[src/rtl/data_mem_access_controller.sv]
// MEM-stage data memory sequencer.
// Takes one load or store from the pipeline, holds the pipeline while the
// request/response handshake with the data memory runs, and returns the
// extended load result for write-back. Misaligned accesses are rejected in
// the cycle they are presented and never reach memory.
module data_mem_access_controller #(
  parameter int XLEN      = 32,
  parameter int CNT_WIDTH = 32
) (
  input  logic                 clk,
  input  logic                 reset,
  input  logic                 MemEn,
  input  logic                 MemWrite,
  input  logic [2:0]           TruncSrc,
  input  logic [XLEN-1:0]      Address,
  input  logic [XLEN-1:0]      StoreData,
  output logic                 Stall,
  output logic [XLEN-1:0]      LoadData,
  output logic                 LoadValid,
  output logic                 Misaligned,
  output logic [CNT_WIDTH-1:0] StallCount,
  output logic                 DMemReq,
  output logic                 DMemWe,
  output logic [XLEN-1:0]      DMemAddr,
  output logic [XLEN-1:0]      DMemWData,
  output logic [XLEN/8-1:0]    DMemStrb,
  input  logic                 DMemGnt,
  input  logic                 DMemRValid,
  input  logic [XLEN-1:0]      DMemRData
);

  localparam int NB = XLEN / 8;

  // truncSrc encodings; NONE (5) and anything above it are not memory accesses
  localparam logic [2:0] TS_BYTE   = 3'd0;
  localparam logic [2:0] TS_HALF   = 3'd1;
  localparam logic [2:0] TS_WORD   = 3'd2;
  localparam logic [2:0] TS_BYTE_U = 3'd3;
  localparam logic [2:0] TS_HALF_U = 3'd4;

  typedef enum logic [1:0] {
    ST_IDLE = 2'd0,
    ST_REQ  = 2'd1,
    ST_WAIT = 2'd2,
    ST_DONE = 2'd3
  } state_t;

  state_t                 state_r;
  logic [XLEN-1:0]        addr_r;
  logic [1:0]             off_r;
  logic                   we_r;
  logic [NB-1:0]          strb_r;
  logic [XLEN-1:0]        wdata_r;
  logic [2:0]             size_r;
  logic [XLEN-1:0]        load_data_r;
  logic                   load_valid_r;
  logic                   req_r;
  logic [CNT_WIDTH-1:0]   stall_count_r;

  logic                   size_legal_s;
  logic                   misalign_s;
  logic                   accept_s;
  logic                   reject_s;
  logic                   stall_s;

  // Halfwords need an even address, words a 4-byte aligned one; bytes always fit.
  function automatic logic is_misaligned(input logic [2:0] size, input logic [1:0] off);
    logic mis;
    case (size)
      TS_HALF, TS_HALF_U: mis = off[0];
      TS_WORD:            mis = (off != 2'b00);
      default:            mis = 1'b0;
    endcase
    return mis;
  endfunction

  // Byte strobes for a store; unsigned sizes write exactly like signed ones.
  function automatic logic [NB-1:0] store_strb(input logic [2:0] size, input logic [1:0] off);
    logic [NB-1:0] strb;
    case (size)
      TS_BYTE, TS_BYTE_U: strb = {{(NB-1){1'b0}}, 1'b1} << off;
      TS_HALF, TS_HALF_U: strb = {{(NB-2){1'b0}}, 2'b11} << off;
      default:            strb = {NB{1'b1}};
    endcase
    return strb;
  endfunction

  // Replicate the low store bytes across every lane so the strobes pick the right one.
  function automatic logic [XLEN-1:0] store_wdata(input logic [2:0] size, input logic [XLEN-1:0] sd);
    logic [XLEN-1:0] wd;
    case (size)
      TS_BYTE, TS_BYTE_U: wd = {NB{sd[7:0]}};
      TS_HALF, TS_HALF_U: wd = {(NB/2){sd[15:0]}};
      default:            wd = sd;
    endcase
    return wd;
  endfunction

  // Shift the addressed lane down and sign- or zero-extend it to XLEN.
  function automatic logic [XLEN-1:0] load_extend(input logic [2:0] size, input logic [1:0] off,
                                                  input logic [XLEN-1:0] rdata);
    logic [XLEN-1:0] lane;
    logic [XLEN-1:0] res;
    lane = rdata >> {off, 3'b000};
    case (size)
      TS_BYTE:   res = {{(XLEN-8){lane[7]}}, lane[7:0]};
      TS_BYTE_U: res = {{(XLEN-8){1'b0}}, lane[7:0]};
      TS_HALF:   res = {{(XLEN-16){lane[15]}}, lane[15:0]};
      TS_HALF_U: res = {{(XLEN-16){1'b0}}, lane[15:0]};
      default:   res = lane;
    endcase
    return res;
  endfunction

  // Classify the incoming MEM-stage request and derive the pipeline stall.
  always_comb begin
    size_legal_s = (TruncSrc <= TS_HALF_U);
    misalign_s   = is_misaligned(TruncSrc, Address[1:0]);
    accept_s     = 1'b0;
    reject_s     = 1'b0;
    if ((state_r == ST_IDLE) && MemEn && size_legal_s) begin
      if (misalign_s) begin
        reject_s = 1'b1;
      end else begin
        accept_s = 1'b1;
      end
    end else begin
      accept_s = 1'b0;
      reject_s = 1'b0;
    end
    stall_s = accept_s || (state_r == ST_REQ) || (state_r == ST_WAIT);
  end

  // Access sequencer: latch the request, hold it until granted, catch the read data.
  always_ff @(posedge clk) begin
    if (!reset) begin
      state_r      <= ST_IDLE;
      addr_r       <= '0;
      off_r        <= 2'b00;
      we_r         <= 1'b0;
      strb_r       <= '0;
      wdata_r      <= '0;
      size_r       <= 3'd0;
      load_data_r  <= '0;
      load_valid_r <= 1'b0;
      req_r        <= 1'b0;
    end else begin
      case (state_r)
        ST_IDLE: begin
          load_valid_r <= 1'b0;
          req_r        <= 1'b0;
          if (accept_s) begin
            addr_r  <= {Address[XLEN-1:2], 2'b00};
            off_r   <= Address[1:0];
            we_r    <= MemWrite;
            strb_r  <= MemWrite ? store_strb(TruncSrc, Address[1:0]) : '0;
            wdata_r <= store_wdata(TruncSrc, StoreData);
            size_r  <= TruncSrc;
            req_r   <= 1'b1;
            state_r <= ST_REQ;
          end
        end
        ST_REQ: begin
          // A read response arriving together with the grant is not ours yet.
          if (DMemGnt) begin
            req_r   <= 1'b0;
            state_r <= we_r ? ST_DONE : ST_WAIT;
          end
        end
        ST_WAIT: begin
          if (DMemRValid) begin
            load_data_r  <= load_extend(size_r, off_r, DMemRData);
            load_valid_r <= 1'b1;
            state_r      <= ST_DONE;
          end
        end
        ST_DONE: begin
          load_valid_r <= 1'b0;
          state_r      <= ST_IDLE;
        end
        default: begin
          load_valid_r <= 1'b0;
          req_r        <= 1'b0;
          state_r      <= ST_IDLE;
        end
      endcase
    end
  end

  // Count every cycle the pipeline is held, sticking at all-ones.
  always_ff @(posedge clk) begin
    if (!reset) begin
      stall_count_r <= '0;
    end else if (stall_s && (stall_count_r != {CNT_WIDTH{1'b1}})) begin
      stall_count_r <= stall_count_r + {{(CNT_WIDTH-1){1'b0}}, 1'b1};
    end else begin
      stall_count_r <= stall_count_r;
    end
  end

  assign Stall      = stall_s;
  assign Misaligned = reject_s;
  assign LoadData   = load_data_r;
  assign LoadValid  = load_valid_r;
  assign StallCount = stall_count_r;
  assign DMemReq    = req_r;
  assign DMemWe     = we_r;
  assign DMemAddr   = addr_r;
  assign DMemWData  = wdata_r;
  assign DMemStrb   = strb_r;

endmodule

[config.mk]
export PLATFORM = sky130hd
export DESIGN_NAME = data_mem_access_controller
export DESIGN_NICKNAME = d
export VERILOG_FILES = /design/src/rtl/data_mem_access_controller.sv
export SDC_FILE = /design/constraint.sdc
export NUM_CORES = 1
export LEC_CHECK = 0
export CORE_MARGIN = 1.5
export CORE_UTILIZATION = 28
export CTS_BUF_LIST = sky130_fd_sc_hd__clkbuf_8
export DETAILED_ROUTE_END_ITERATION = 8
export DONT_BUFFER_PORTS = 1
export GPL_TIMING_DRIVEN = 0
export HOLD_SLACK_MARGIN = 0.12
export SETUP_SLACK_MARGIN = 0.5
export SYNTH_ARGS = -nofsm -noshare
export SYNTH_HDL_FRONTEND = slang
export SYNTH_SLANG_ARGS = --single-unit
[constraint.sdc]
create_clock -name clk -period 1.95 [get_ports clk]
set_input_delay 0.39 -clock clk [delete_from_list [all_inputs] [get_ports clk]]
set_output_delay 0.39 -clock clk [all_outputs]
set_load 0.01 [all_outputs]
==> results of run 1 <==
## state kept, by name, summed over array words and instances (netlist names)
signal      flops
StallCount     32
LoadValid       1
DMemReq         1
off_r           2
LoadData       32
DMemAddr       30
DMemWe          1
DMemStrb        4
state_r         2
DMemWData      32
size_r          3
## logic make-up after synthesis
group | Yosys count | share of synthesized area [%]
AND/OR/NAND/NOR | 307 | 21.9
AO/OA/AOI/OAI | 251 | 23.2
flip-flops | 140 | 41.9
buffers and inverters | 78 | 5.01
multiplexers | 45 | 6.88
adder cells (fa/ha/maj) | 5 | 0.935
other | 1 | 0.0560
XOR/XNOR | 1 | 0.131
## layer usage
layer  share of wire, %  global-route usage (%)  vias to the layer above
met1                 41                    25.1                     3395
met4                1.2                    5.26                        0
met5                  0                       0                        -
met3                8.4                    6.79                       24
met2                 49                    34.7                      275
li1                   -                       -                     3300
## cells in the mapped netlist, types with 17 or more instances
| cell type | number | area share, % |
|---|---|---|
| a31oi_1 | 18 | 1.7 |
| dfxtp_1 | 140 | 42 |
| o21ai_0 | 39 | 2.9 |
| a21oi_1 | 107 | 8.0 |
| o31ai_1 | 20 | 2.2 |
| nand3_1 | 17 | 1.3 |
| clkbuf_1 | 47 | 2.6 |
| a211oi_1 | 28 | 3.1 |
| nor2_1 | 52 | 2.9 |
| mux2i_1 | 37 | 5.5 |
| or4_1 | 18 | 2.0 |
| nand2_1 | 143 | 8.0 |
## worst min path at each step
| stage | startpoint | slack (ns) | endpoint | cells after the start |
|---|---|---|---|---|
| finish | StoreData[2] | 0.16 | DMemWData[18] | 2 |
| global route | StoreData[2] | 0.13 | DMemWData[18] | 2 |
| CTS | StoreData[2] | 0.13 | DMemWData[18] | 2 |
| detailed placement | DMemAddr[15] | 0.50 | DMemAddr[15] | 2 |
| global placement | DMemAddr[9] | 0.49 | DMemAddr[9] | 2 |
| floorplan | size_r[2] | 0.47 | size_r[2] | 2 |
## power breakdown
group | switching, mW | internal [mW] | total, mW
clock network | 1.28 | 1.26 | 2.54
logic | 1.90 | 2.00 | 3.90
registers | 0.447 | 3.20 | 3.65
## stage by stage
| step | area, µm² | setup TNS (ns) | utilization [%] |
|---|---|---|---|
| global placement | 7240 | -50.08 | 30.8 |
| CTS | 9500 | -3.96 | 40.5 |
| floorplan | 6840 | -2.74 | - |
| global route | 10400 | -8.43 | 44.1 |
| finish | 10400 | -5.94 | 44.1 |
| detailed placement | 7240 | -51.20 | 30.8 |
## what timing repair did
action / in CTS / in global routing
hold endpoints to repair: 67 / 0
resized for setup: 221 / 153
pin swaps: 56 / 48
buffers inserted: 35 / 21
setup endpoints to repair: 142 / 142
cloned: 7 / 3
hold buffers: 64 / 0
## worst max-delay path: stages, from the launching register on
cell and delay, ns:
dfxtp_2 0.34, inv_4 0.09, ha_4 0.16, nand3_4 0.06
o31a_1 0.35, buf_6 0.14, buf_8 0.11, clkbuf_16 0.14
clkinv_8 0.04
## layout make-up
class	instances	area, µm²
sequential	140	2880
clock buffer	17	234
timing repair buffer	130	1420
tap	319	399
buffer	70	742
fill	2219	13100
inverter	8	45.0
clock inverter	15	173
multi-input combinational	611	4480
==> key figures, run 1 <==
Timing
  – Tmin final: 2.29 ns
  – Final setup violation count: 32
  – Worst hold slack: 0.161 ns
  – Setup WS post-layout: -0.336 ns
  – Final period utilization: 117%
  – F_max: 437 MHz
  – Final setup skew: 0.0200 ns
  – Rel. slew slack: 48.8%
  – Hold Fails Final Rpt: 0
  – Unrepaired setup endpoints after global routing: true
  – Slew Limit Fails: 0
  – Slew @ Worst Pin: 0.769 ns

Clocking
  – TritonCTS Buffers: 17
  – Root Driver: clkbuf_8
  – Clk pin slew, worst setup/hold paths: 0.09 ns
  – # clock sinks: 140
  – Clock Path Buffers: 2
  – Worst-skew pair later-pin latency: 0.47 ns
  – H-tree lvl count: 4
  – CTS tree: done

Drt
  – DRC viols: 0
  – Routed vias/inst: 5.34
  – Total iterations of the first detailed-routing run: 5
  – Routed wire per std cell: 20.5 µm
  – Routed wire length: 26,900 µm
  – DR iter-0 viols: 396
  – DRT antenna net count: 0
  – Routed vias: 6,994

Status
  – Violated checks: setup timing
  – Status: finished, violations left

Global routing
  – Grt ovf: 0
  – Largest net degree at the start of global routing: 17
  – GR Util All Layers: 20.6%
  – First-pass GRT wire length: 38,600 µm
  – Initial antenna violation count: 0
  – Vias in the first global route: 6,570

Floorplan
  – Die Wd: 158 µm
  – Rows: 56
  – Initial core utilization: 28.5%
  – I/O pin count: 242
  – Die Span Y: 158 µm
  – Die ar.: 0.0248 mm²
  – Core area: 0.0235 mm²

Placed design
  – Dpl hpwl: 17,600 µm
  – Placer congestion estimate: 0.858
  – Placed cells: 1,148
  – Dpl ws: -0.793 ns
  – Buffers on Ports: 0

Power
  – Power, Total: 10.1 mW
  – PD cells: 973 mW/mm²
  – VDD IR max: 0.402 mV
  – Static Leak: 3.68 nW

Yosys
  – Ys flop type: dfxtp_1
  – Unique cell type count in the Yosys netlist: 52
  – Seq/Total Area, Yosys: 41.9%
  – Synthesis-stage register bit count: 140
  – FFs w/ async S/R, synth: 0%
  – Syn Inst Count: 828
  – YS warnings: 0
  – Number of flops mapped to enable cells by yosys: 0
  – Synthesized cell area: 0.00669 mm²
  – Syn Area/Cell: 8.08 µm²

Worst hold path
  – Hold crit path type: in2reg

Finish
  – Share of layout cells above drive strength 1: 34.3%
  – Most frequent cells in the layout: nand2_1, dfxtp_1, dlygate4sd3_1, a21oi_1, nor2_1
  – Final std cells w/o fill: 1,310
  – Diodes inserted: 0
  – Nets: 1,088
  – Syn-to-layout area delta: 54.8%
  – Most common cell after layout, fill and taps aside: nand2_1

Setup path
  – Reg-to-reg slack, setup: -0.28 ns
  – CP Class: reg2out
  – Arr. time, crit path: 1.90 ns
  – Worst setup path end: Stall
  – Critical path data required time: 1.56 ns
  – Crit Path Max Fanout: 4
  – Crit. Startpoint: state_r[0]
  – Reg2reg start: state_r[0]
  – R2R Path End: StallCount[25]
  – R2R cell count: 10
  – CP Launch Type: register
  – Crit end category: output pin

Run
  – Max-cap violation count: 0
Power figures use the tool's default switching activity.
==> run 2: changes to the inputs <==
--- a/config.mk
+++ b/config.mk
@@ -5,13 +5,15 @@
 export SDC_FILE = /design/constraint.sdc
 export NUM_CORES = 1
 export LEC_CHECK = 0
+export CAP_MARGIN = 40
 export CORE_MARGIN = 1.5
-export CORE_UTILIZATION = 28
+export CORE_UTILIZATION = 60
 export CTS_BUF_LIST = sky130_fd_sc_hd__clkbuf_8
 export DETAILED_ROUTE_END_ITERATION = 8
 export DONT_BUFFER_PORTS = 1
 export GPL_TIMING_DRIVEN = 0
 export HOLD_SLACK_MARGIN = 0.12
+export PLACE_DENSITY = 0.79
 export SETUP_SLACK_MARGIN = 0.5
 export SYNTH_ARGS = -nofsm -noshare
 export SYNTH_HDL_FRONTEND = slang
==> key figures, run 2 <==
Status
  – Status: did not finish
  – Failed at: 5_1_grt
  – First error: [ERROR GRT-0232] Routing congestion too high. Check the congestion heatmap in the GUI.

Yosys
  – Unique cell type count in the Yosys netlist: 52
  – Syn Area/Cell: 8.08 µm²
  – Synthesized cell area: 0.00669 mm²
  – Most instantiated cells after synthesis: nand2_1, dfxtp_1, a21oi_1
  – Ys flop type: dfxtp_1
  – Seq/Total Area, Yosys: 41.9%
  – YS warnings: 0
  – Synthesis-stage register bit count: 140
  – Syn Inst Count: 828
  – Top-count cell post-synth: nand2_1
  – Number of flops mapped to enable cells by yosys: 0
  – Largest area contributor in the synthesized netlist: dfxtp_1
  – FFs w/ async S/R, synth: 0%
  – Largest cells by area after synthesis: dfxtp_1, nand2_1, a21oi_1
  – Area share of the largest cell type after synthesis: 41.9%

Timing
  – GR repair worst EP: Stall
  – Worst-path end type: top-level output

Floorplan
  – Initial core utilization: 61.7%
  – Rows: 38
  – I/O pin count: 242
  – Die Wd: 109 µm
  – Die Span Y: 109 µm

Clocking
  – # clock sinks: 140
  – Clock Path Buffers: 2
  – TritonCTS Buffers: 17
  – Root Driver: clkbuf_8
  – H-tree lvl count: 4

Global routing
  – Grt ovf: 7
  – GR Util All Layers: 71.9%
  – Largest net degree at the start of global routing: 17

Placed design
  – Placed cells: 969
  – Buffers on Ports: 0
  – Placer congestion estimate: 0.895
  – Dpl hpwl: 14,500 µm
[run 2: cell counts after synthesis]
No cell type changed its count.
[run 2: kinds of logic after synthesis]
kind of cell / share of synthesized area [%]
and+or+nand+nor: 21.9
AOI/OAI and AO/OA: 23.2
DFF: 41.9
buffers and inverters: 5.01
muxes: 6.88
adders and majority gates: 0.935
other: 0.0560
xor gates and xnor gates: 0.131
[run 2: stage by stage]
stage	TNS [ns]	instance area (µm²)	setup WS, ns	utilization [%]	hold slack, ns
floorplan	-2.74	6840	-0.0904	-	0.474
global placement	-32.23	7010	-0.602	64.7	0.491
detailed placement	-41.39	7010	-0.712	64.7	0.496
CTS	-2.44	9380	-0.291	86.5	0.131
[run 2: per-layer routing]
layer / GRT overflow / global-route usage (%)
met5: 0 / 8.04
met4: 6 / 76.0
met2: 1 / 91.8
met3: 0 / 53.4
met1: 0 / 70.6
[run 2: what timing repair did]
| action | in CTS |
|---|---|
| hold buffers | 63 |
| resized for setup | 297 |
| endpoints found under the hold margin | 65 |
| cloned | 6 |
| buffers inserted | 38 |
| pin swaps | 30 |
| endpoints found under the setup margin | 142 |
==> run 3: changes to the inputs <==
==> config.mk (replaced) <==
export PLATFORM = sky130hd
export DESIGN_NAME = data_mem_access_controller
export DESIGN_NICKNAME = d
export VERILOG_FILES = /design/src/rtl/data_mem_access_controller.sv
export SDC_FILE = /design/constraint.sdc
export NUM_CORES = 1
export LEC_CHECK = 0
export CAP_MARGIN = 40
export CORE_MARGIN = 1.5
export CORE_UTILIZATION = 40
export DETAILED_ROUTE_END_ITERATION = 8
export DONT_BUFFER_PORTS = 1
export GPL_TIMING_DRIVEN = 0
export PLACE_DENSITY_LB_ADDON = 0.15
export SYNTH_ARGS = -nofsm -noshare
export SYNTH_HDL_FRONTEND = slang
export SYNTH_SLANG_ARGS = --single-unit
==> constraint.sdc (replaced) <==
create_clock -name clk -period 2.5 [get_ports clk]
set_input_delay 0.5 -clock clk [delete_from_list [all_inputs] [get_ports clk]]
set_output_delay 0.5 -clock clk [all_outputs]
set_load 0.01 [all_outputs]
==> key figures, run 3 (same netlist as run 1, synthesis figures left out) <==
Status
  – Status: finished, final reports clean

Finish
  – Fin area: 0.00765 mm²
  – Syn-to-layout area delta: 14.3%
  – Most frequent cells in the layout: nand2_1, dfxtp_1, a21oi_1, nor2_1, clkbuf_1
  – Share of layout cells above drive strength 1: 9.60%
  – Diodes inserted: 0
  – Most common cell after layout, fill and taps aside: nand2_1
  – FF+latch area: 0.00281 mm²
  – Fill cells: 1,643
  – Final std cells w/o fill: 1,085
  – Nets: 962
  – Post-layout util: 46.5%
  – Multi-input logic area: 0.00360 mm²

Drt
  – Routed wire per std cell: 20.2 µm
  – Routed wire length: 21,900 µm
  – DR iter-0 viols: 348
  – Routed vias: 6,428
  – Total iterations of the first detailed-routing run: 5
  – DRC viols: 0
  – DRT antenna net count: 0
  – Routed vias/inst: 5.92

Clocking
  – # clock sinks: 140
  – Clock Path Buffers: 2
  – Worst-skew pair later-pin latency: 0.42 ns
  – TritonCTS Buffers: 17
  – H-tree lvl count: 4
  – Clk pin slew, worst setup/hold paths: 0.06 ns
  – Root Driver: clkbuf_16
  – CTS tree: done

Setup path
  – Slowest-stage cell, CP: dfxtp_4
  – Arr. time, crit path: 1.90 ns
  – Critical-path cell list: inv_4 > ha_4 > nand3_4 > o31a_1 > buf_6 > buf_6 > clkbuf_8 > inv_4
  – Crit end category: output pin
  – Crit path max-delay family: buffers and inverters
  – Crit Path Max Fanout: 10
  – Crit. path cell count: 8
  – Reg-to-reg slack, setup: 0.17 ns
  – CP Launch Type: register
  – Buf/Inv on CP: 5
  – R2R cell count: 5
  – Reg2reg start: StallCount[3]
  – Critical path data required time: 2.00 ns
  – CP Class: reg2out
  – Critical Path Max Stage Delay: 0.36 ns
  – R2R Path End: StallCount[31]

Run
  – Max-cap violation count: 0

Floorplan
  – Die Wd: 132 µm
  – Rows: 47
  – I/O pin count: 242
  – Die ar.: 0.0175 mm²
  – Initial core utilization: 40.7%
  – Die Span Y: 132 µm
  – Core area: 0.0165 mm²

Timing
  – Unrepaired setup endpoints after global routing: false
  – Hold Fails Final Rpt: 0
  – Tmin final: 2.40 ns
  – Final setup violation count: 0
  – F_max: 416 MHz
  – Slew Limit Fails: 0
  – Final setup skew: 0.00971 ns
  – Rel. slew slack: 48.5%
  – Setup TNS: 0 ns
  – Final period utilization: 96.1%
  – Slew @ Worst Pin: 0.768 ns

Global routing
  – Initial antenna violation count: 0
  – Grt ovf: 0
  – GR Util All Layers: 24.6%
  – Vias in the first global route: 6,175
  – Largest net degree at the start of global routing: 17
  – First-pass GRT wire length: 34,200 µm

Power
  – PD cells: 886 mW/mm²
  – Static Leak: 2.65 nW
  – VDD IR max: 0.493 mV
  – Power, Total: 6.78 mW

Placed design
  – Buffers on Ports: 0
  – Placed cells: 1,049
  – Placer congestion estimate: 0.841
  – Dpl hpwl: 16,400 µm
  – Post-placement cell area: 0.00697 mm²

Worst hold path
  – Hold Path Stages: 2
  – Hold Path End: DMemAddr[16]
  – Hold Crit Start: Address[16]
  – Hold crit path type: in2reg
-- run 3: stage by stage --
step,hold WS [ns],worst slack (ns)
after floorplan,0.474,0.139
after global placement,0.488,-0.291
after detailed placement,0.499,-0.327
after CTS,0.191,-0.0212
after global routing,0.190,0.0225
final,0.212,0.0967
-- run 3: area by class of cell --
cell class                      instances  share of cell area, %
Inverter                                8                  0.458
Tap cell                              220                   3.60
Buffer                                 70                   4.22
Clock inverter                         14                   1.78
Sequential cell                       140                   36.7
Multi-Input combinational cell        611                   47.1
Timing Repair Buffer                    4                  0.392
Clock buffer                           18                   5.74
-- run 3: worst reg2reg max path: cells and delay by family, from the launching register on --
kind	cells	cell delay, ns
AO/OA/AOI/OAI	1	0.15
flip-flops	1	0.51
AND/OR/NAND/NOR	4	1.59
-- run 3: how the worst max path moves through the flow --
stage / slack (ns) / end / from
6_report: 0.1 / Stall / state_r[1]
5_1_grt: 0.02 / Stall / state_r[1]
4_1_cts: -0.02 / DMemWData[11] / state_r[1]
3_5_place_dp: -0.33 / DMemWData[21] / TruncSrc[0]
3_3_place_gp: -0.29 / DMemWData[10] / TruncSrc[0]
2_1_floorplan: 0.14 / Stall / Address[0]
-- run 3: repair_timing --
action / CTS / global route
gates resized for setup: 13 / 10
buffers inserted: 1 / 3
endpoints found under the setup margin: 22 / 45
gates cloned: 0 / 0
pin swaps: 1 / 3
hold endpoints to repair: 0 / 0
hold buffers: 0 / 0
-- run 3: power by group --
group / internal, mW / total (mW) / switching [mW]
clock: 1.41 / 2.46 / 1.05
combinational: 0.549 / 1.49 / 0.940
sequential: 2.50 / 2.83 / 0.332
-- run 3: layer usage --
| metal | track usage, % | part of all wire [%] | wire (µm) | up-vias |
|---|---|---|---|---|
| met5 | 0 | 0 | 0 | - |
| met4 | 7.02 | 1.5 | 329 | 0 |
| met3 | 10.2 | 9.9 | 2170 | 26 |
| met2 | 40.6 | 47 | 10400 | 276 |
| met1 | 29.5 | 41 | 9060 | 3080 |
| li1 | - | - | - | 3046 |
